[config.mk]
export PLATFORM = sky130hd
export DESIGN_NAME = vram_dma
export DESIGN_NICKNAME = d
export VERILOG_FILES = /design/src/rtl/vram_dma_pkg.sv /design/src/rtl/vram_dma_fifo.sv /design/src/rtl/vram_dma.sv
export SDC_FILE = /design/constraint.sdc
export NUM_CORES = 1
export LEC_CHECK = 0
export ABC_CLOCK_PERIOD_IN_PS = 3100
export CAP_MARGIN = 10
export CORE_ASPECT_RATIO = 0.7
export CORE_UTILIZATION = 47
export CTS_BUF_LIST = sky130_fd_sc_hd__clkbuf_16
export DETAILED_ROUTE_END_ITERATION = 12
export PLACE_DENSITY = 0.74
export SLEW_MARGIN = 30
export SYNTH_ARGS = -nofsm -noshare
export SYNTH_HDL_FRONTEND = slang
export SYNTH_SLANG_ARGS = --single-unit
[constraint.sdc]
create_clock -name clk -period 3.1 [get_ports clk]
set_input_delay 0.31 -clock clk [delete_from_list [all_inputs] [get_ports clk]]
set_output_delay 0.31 -clock clk [all_outputs]
set_load 0.005 [all_outputs]
[src/rtl/vram_dma_pkg.sv]
// vram_dma_pkg
// Shared GPU definitions used by the VRAM DMA writer and its sub-blocks.
//   VRAM_ADDR_WIDTH : width of a VRAM byte address
//   PMF_BASE/OBM_BASE : start addresses of the pattern and object memory regions
//   FIFO_DEPTH : bytes the DMA may hold between source read and VRAM write
//   dma_state_e : DMA controller states
package vram_dma_pkg;

  localparam int VRAM_ADDR_WIDTH = 12;

  localparam logic [VRAM_ADDR_WIDTH-1:0] PMF_BASE = 12'h000;
  localparam logic [VRAM_ADDR_WIDTH-1:0] OBM_BASE = 12'h800;

  localparam int FIFO_DEPTH = 2;

  typedef enum logic [1:0] {
    ST_IDLE = 2'd0,
    ST_RUN  = 2'd1,
    ST_DONE = 2'd2
  } dma_state_e;

endpackage

[src/rtl/vram_dma_fifo.sv]
// vram_dma_fifo
// Two-entry byte FIFO buffering source data until the VRAM write window allows it out.
//   clk      : GPU pixel clock
//   rst      : asynchronous active-low reset, clears contents and count
//   flush_i  : drop everything held (abort)
//   push_i   : store push_data_i at the end of this cycle
//   pop_i    : retire the current head at the end of this cycle
//   head_o   : oldest byte held
//   count_o  : number of bytes held (0..2)
module vram_dma_fifo
  import vram_dma_pkg::*;
(
  input  logic       clk,
  input  logic       rst,
  input  logic       flush_i,
  input  logic       push_i,
  input  logic [7:0] push_data_i,
  input  logic       pop_i,
  output logic [7:0] head_o,
  output logic [1:0] count_o
);

  logic [7:0] mem_q [FIFO_DEPTH];
  logic       wr_ptr_q;
  logic       rd_ptr_q;
  logic [1:0] count_q;
  logic       push_ok;
  logic       pop_ok;

  // A push into a full FIFO is only legal when the head leaves in the same cycle.
  always_comb begin
    push_ok = push_i && ((count_q != 2'(FIFO_DEPTH)) || pop_i);
    pop_ok  = pop_i && (count_q != 2'd0);
  end

  // Storage, pointers and occupancy; flush wins over push/pop.
  always_ff @(posedge clk or negedge rst) begin
    if (!rst) begin
      mem_q[0] <= 8'h00;
      mem_q[1] <= 8'h00;
      wr_ptr_q <= 1'b0;
      rd_ptr_q <= 1'b0;
      count_q  <= 2'd0;
    end else if (flush_i) begin
      wr_ptr_q <= 1'b0;
      rd_ptr_q <= 1'b0;
      count_q  <= 2'd0;
    end else begin
      if (push_ok) begin
        mem_q[wr_ptr_q] <= push_data_i;
        wr_ptr_q        <= ~wr_ptr_q;
      end
      if (pop_ok) begin
        rd_ptr_q <= ~rd_ptr_q;
      end
      count_q <= count_q + 2'(push_ok) - 2'(pop_ok);
    end
  end

  assign head_o  = mem_q[rd_ptr_q];
  assign count_o = count_q;

endmodule

[src/rtl/vram_dma.sv]
// vram_dma
// Copies a block of bytes from CPU-side source memory into VRAM, writing only while
// the video timing reports the write window open. Reads run ahead of the window into
// a two-byte FIFO so a reopened window is served at one byte per cycle.
//   clk/rst           : pixel clock, asynchronous active-low reset
//   start             : one-cycle request, honoured only when idle
//   abort             : cancels everything this cycle, no done pulse
//   src_base/dst_base : first source / VRAM byte address
//   length            : byte count (0 completes immediately)
//   writable          : VRAM write window
//   busy/done         : transfer in progress / one-cycle completion pulse
//   src_rd/src_addr   : source read strobe and address, data returns next cycle on src_data
//   vram_*            : VRAM write port
module vram_dma
  import vram_dma_pkg::*;
#(
  parameter int SRC_ADDR_WIDTH = 16,
  parameter int LEN_WIDTH      = 10,
  parameter int DST_ADDR_WIDTH = VRAM_ADDR_WIDTH
) (
  input  logic                      clk,
  input  logic                      rst,
  input  logic                      start,
  input  logic                      abort,
  input  logic [SRC_ADDR_WIDTH-1:0] src_base,
  input  logic [DST_ADDR_WIDTH-1:0] dst_base,
  input  logic [LEN_WIDTH-1:0]      length,
  input  logic                      writable,
  output logic                      busy,
  output logic                      done,
  output logic                      src_rd,
  output logic [SRC_ADDR_WIDTH-1:0] src_addr,
  input  logic [7:0]                src_data,
  output logic [DST_ADDR_WIDTH-1:0] vram_address,
  output logic [7:0]                vram_data,
  output logic                      vram_write_enable
);

  dma_state_e                state_q, state_d;
  logic [SRC_ADDR_WIDTH-1:0] src_ptr_q, src_ptr_d;
  logic [DST_ADDR_WIDTH-1:0] dst_ptr_q, dst_ptr_d;
  logic [LEN_WIDTH-1:0]      reads_left_q, reads_left_d;
  logic [LEN_WIDTH-1:0]      writes_left_q, writes_left_d;
  logic                      inflight_q, inflight_d;

  logic [1:0] fifo_count;
  logic [7:0] fifo_head;
  logic       fifo_push;
  logic       fifo_flush;
  logic       wr_fire;
  logic       rd_issue;
  logic [2:0] credit;

  vram_dma_fifo u_fifo (
    .clk         (clk),
    .rst         (rst),
    .flush_i     (fifo_flush),
    .push_i      (fifo_push),
    .push_data_i (src_data),
    .pop_i       (wr_fire),
    .head_o      (fifo_head),
    .count_o     (fifo_count)
  );

  // Next-state, pointer and strobe logic. A read may issue only if the bytes
  // already held plus the one still returning, minus the one leaving now, leave
  // room in the FIFO; this keeps a stalled window from ever dropping a byte.
  always_comb begin
    state_d       = state_q;
    src_ptr_d     = src_ptr_q;
    dst_ptr_d     = dst_ptr_q;
    reads_left_d  = reads_left_q;
    writes_left_d = writes_left_q;
    wr_fire       = 1'b0;
    rd_issue      = 1'b0;
    fifo_flush    = 1'b0;
    busy          = 1'b0;
    done          = 1'b0;
    credit        = 3'd0;

    case (state_q)
      ST_IDLE: begin
        if (start && !abort) begin
          src_ptr_d     = src_base;
          dst_ptr_d     = dst_base;
          reads_left_d  = length;
          writes_left_d = length;
          state_d       = (length == '0) ? ST_DONE : ST_RUN;
        end
      end

      ST_RUN: begin
        busy     = 1'b1;
        wr_fire  = (fifo_count != 2'd0) && writable && !abort;
        credit   = {1'b0, fifo_count} + {2'b00, inflight_q} - {2'b00, wr_fire};
        rd_issue = (reads_left_q != '0) && (credit < 3'(FIFO_DEPTH)) && !abort;
        if (rd_issue) begin
          src_ptr_d    = src_ptr_q + SRC_ADDR_WIDTH'(1);
          reads_left_d = reads_left_q - LEN_WIDTH'(1);
        end
        if (wr_fire) begin
          dst_ptr_d     = dst_ptr_q + DST_ADDR_WIDTH'(1);
          writes_left_d = writes_left_q - LEN_WIDTH'(1);
          if (writes_left_q == LEN_WIDTH'(1)) begin
            state_d = ST_DONE;
          end
        end
      end

      ST_DONE: begin
        done    = !abort;
        state_d = ST_IDLE;
      end

      default: begin
        state_d = ST_IDLE;
      end
    endcase

    if (abort) begin
      state_d    = ST_IDLE;
      fifo_flush = 1'b1;
    end
  end

  // Data returning for a read issued last cycle is dropped if an abort arrives now.
  always_comb begin
    inflight_d = rd_issue;
    fifo_push  = inflight_q && !abort;
  end

  // Controller registers.
  always_ff @(posedge clk or negedge rst) begin
    if (!rst) begin
      state_q       <= ST_IDLE;
      src_ptr_q     <= '0;
      dst_ptr_q     <= '0;
      reads_left_q  <= '0;
      writes_left_q <= '0;
      inflight_q    <= 1'b0;
    end else begin
      state_q       <= state_d;
      src_ptr_q     <= src_ptr_d;
      dst_ptr_q     <= dst_ptr_d;
      reads_left_q  <= reads_left_d;
      writes_left_q <= writes_left_d;
      inflight_q    <= inflight_d;
    end
  end

  assign src_rd            = rd_issue;
  assign src_addr          = src_ptr_q;
  assign vram_address      = dst_ptr_q;
  assign vram_data         = fifo_head;
  assign vram_write_enable = wr_fire;

  // Structural invariants of the credit scheme and the write window.
  always_ff @(posedge clk) begin
    if (rst) begin
      assert (fifo_count <= 2'(FIFO_DEPTH));
      assert (!(vram_write_enable && !writable));
      assert ({1'b0, fifo_count} + {2'b00, inflight_q} <= 3'(FIFO_DEPTH));
    end
  end

endmodule
==> results_dict.tcl <==
set metrics [dict create \
    status "complete, but fails checks" \
    violations "hold timing" \
    postCtsHoldBufs 0 \
    cts_resized 1 \
    synth_cell_types 60 \
    die_area_um2 9453 \
    cts_buffers 9 \
    max_freq_mhz 339.4 \
    clk_pin_slew_ps 50 \
    final.min_clock_period_ps 2946 \
    grt_busiest_layer "met2" \
    finish.net_count 600 \
    antenna_cells 0 \
    grt_max_degree 72 \
    syn-num-nets 512 \
    crit_path_start "u_fifo.count_o[0]" \
    worstSetupStartpointType "flop" \
    yosysWarningCount 0 \
    r2r_cells 11 \
    end_kind "output pin" \
    io_pins 91 \
    grt_pass1_wl_um 17810 \
    synth-async-reset-ratio 1.000 \
    first_pass_iters 5 \
    vias 4001 \
    fin_skew_ps 3.969 \
    cts_root_buffer "clkbuf_16" \
    first_iter_violations 309 \
    fin_cells 664 \
    peakVddDrop_uv 395.5 \
    gp_congestion 0.9145 \
    postSynthCellCount 452 \
    finalSetupTns_ps 0 \
    syn_area_per_cell_um2 9.423 \
    final-setup-viol-count 0 \
    initial_core_util 0.4942 \
    use_met2 0.3589 \
    min_period_over_period 0.9504 \
    maxCapViolCount 0 \
    slew_violations 0 \
    r2r-end "reads_left_q[2]" \
    postCtsSetupBuffers 0 \
    max_slew.worst_pin.slew_ps 661.4 \
    die_w_um 115.8 \
    relSlewSlack 0.5591 \
    yosysSeqAreaShare 0.4172 \
    grt_usage 0.2431 \
    cts.sinks 71 \
    place_inst 649 \
    vias_per_cell 6.026 \
    reg2reg_slack_ps 400 \
    power_leakage_nw 2.291 \
    grt-ovfl-total 0 \
    cp.arrival_ps 2640 \
    dp_hpwl_um 7658 \
    htreeDepth 3 \
    crit_path_max_fanout 3 \
    cts_tree "built" \
    wl_per_cell_um 16.52 \
    clockBufferDepth 2 \
    ys_seq_elements 71 \
    areaGrowthSynthToFinish_pct 31.73 \
    rsz0062_at_grt "no" \
    drc 0 \
    reg2reg_from "u_fifo.count_o[0]" \
    hold_violations 22 \
    antenna_left 0 \
    grtUsageMet3 0.08044 \
    drive_gt1_frac 0.1360 \
    endpoint "src_rd" \
    whs_ps -23.15 \
    routed_wl_um 10970 \
    clkLatencyLatePin_ps 330 \
    antenna_found_initial 0 \
    port_buffers 90 \
    hold_class "input port to asynchronous set/reset pin" \
    row_count 28 \
    core_um2 8618 \
    grtUsageMet1 0.3507 \
    crit_type "flop to output pin" \
    die_y_um 81.65 \
    syn_area_um2 4259 \
    synth_edf_count 0 \
    power_density_nw_per_um2 878.8 \
    crit_required_ps 2790 \
    grt_pass1_vias 3616 \
    ys_dominant_reg_cell "dfrtp_1" \
]
metrics by stage:
stage | power [mW] | instance area [µm²] | utilization | hold slack (ps) | setup WS [ps]
2_1_floorplan | 3.018 | 4259 | - | 14.41 | 22.52
3_3_place_gp | 3.944 | 5340 | 0.6196 | 484.6 | 52.11
3_5_place_dp | 4.021 | 5340 | 0.6196 | 492.2 | 13.09
4_1_cts | 4.929 | 5589 | 0.6485 | 143.9 | 3.482
5_1_grt | 5.294 | 5610 | 0.6510 | 43.33 | 60.82
6_report | 4.930 | 5610 | 0.6510 | -23.15 | 153.7
registers in the layout, indices dropped and copies added (netlist names):
name,count
u_fifo.rd_ptr_q,1
src_addr,16
vram_address,12
u_fifo.count_o,2
u_fifo.wr_ptr_q,1
u_fifo.mem_q,16
inflight_q,1
reads_left_q,10
state_q,2
writes_left_q,10
critical path: stages (launching register included):
cell	delay [ps]
dfrtp_1	400
o21ai_2	160
nor2_1	60
ha_1	250
nand2b_1	150
fa_2	550
nand3_1	80
a21oi_2	130
clkdlybuf4s50_1	520
cell type report:
type	count	area, µm²
well taps	120	150.1
repair buffers	109	1057
clock inverters	6	23.77
multi-input cells	337	2332
clock buffers	9	225.2
inverters	12	45.04
fillers	736	3008
flip-flops and latches	71	1777
report_power, final:
part           internal (mW)  switching (mW)
clock network          0.520           0.360
registers               1.33           0.458
logic                   1.20            1.06
Yosys cell counts, types with 8 or more instances:
cell type   n  area share
a21oi_1    34       0.040
a31oi_1    14       0.021
and3_1      8       0.012
clkbuf_1   26       0.023
dfrtp_1    71        0.42
ha_1        8       0.024
inv_1      11      0.0097
mux2_2     17       0.045
mux2_4      8       0.028
nand2_1    23       0.020
nor2_1     36       0.032
nor3_1     15       0.018
o21ai_0    39       0.046
o22a_1      8       0.016
o22ai_1    10       0.015
o31ai_1    11       0.019
layer usage:
layer / vias to the layer above / wire length (µm)
met4: 0 / 45
li1: 1915 / -
met1: 1933 / 5294
met3: 4 / 855
met2: 149 / 4775
met5: - / 0
cell usage in the layout (no fill, tap or decap), types with 4 or more instances in the layout:
master	n
or4_1	4
nor3_1	15
nor4_1	7
nor2_1	36
a211oi_1	5
a31oi_1	13
ha_1	8
o22ai_1	10
inv_1	15
a41oi_1	4
nand4_1	7
a2bb2oi_1	6
mux2_4	8
clkbuf_16	9
a32oi_1	6
nor3b_1	5
clkdlybuf4s50_1	89
o31ai_1	11
and3_1	8
buf_4	18
o21ai_0	38
and2_1	6
mux2_2	17
nand3_1	6
and4_1	6
dfrtp_1	71
o22a_1	8
a21oi_1	33
a22oi_1	6
nand2_1	23
cells by family after synthesis:
group / after synthesis / share of synthesized area
AO/OA/AOI/OAI: 160 / 0.2456
AND/OR/NAND/NOR: 138 / 0.1839
flip-flops: 71 / 0.4172
buffers and inverters: 44 / 0.04113
multiplexers: 27 / 0.07785
adder cells (fa/ha/maj): 9 / 0.02820
XOR/XNOR: 3 / 0.006170
worst min-delay path by stage:
stage,depth (start not counted),start,end,slack (ps)
after global placement,1,u_fifo.mem_q[15],u_fifo.mem_q[15],480
after detailed placement,1,u_fifo.mem_q[14],u_fifo.mem_q[14],490
final,1,rst,state_q[1],-20
after global routing,1,rst,writes_left_q[8],40
after floorplan,0,rst,inflight_q,10
after CTS,1,rst,writes_left_q[8],140
(Power assumes the default switching activity.)
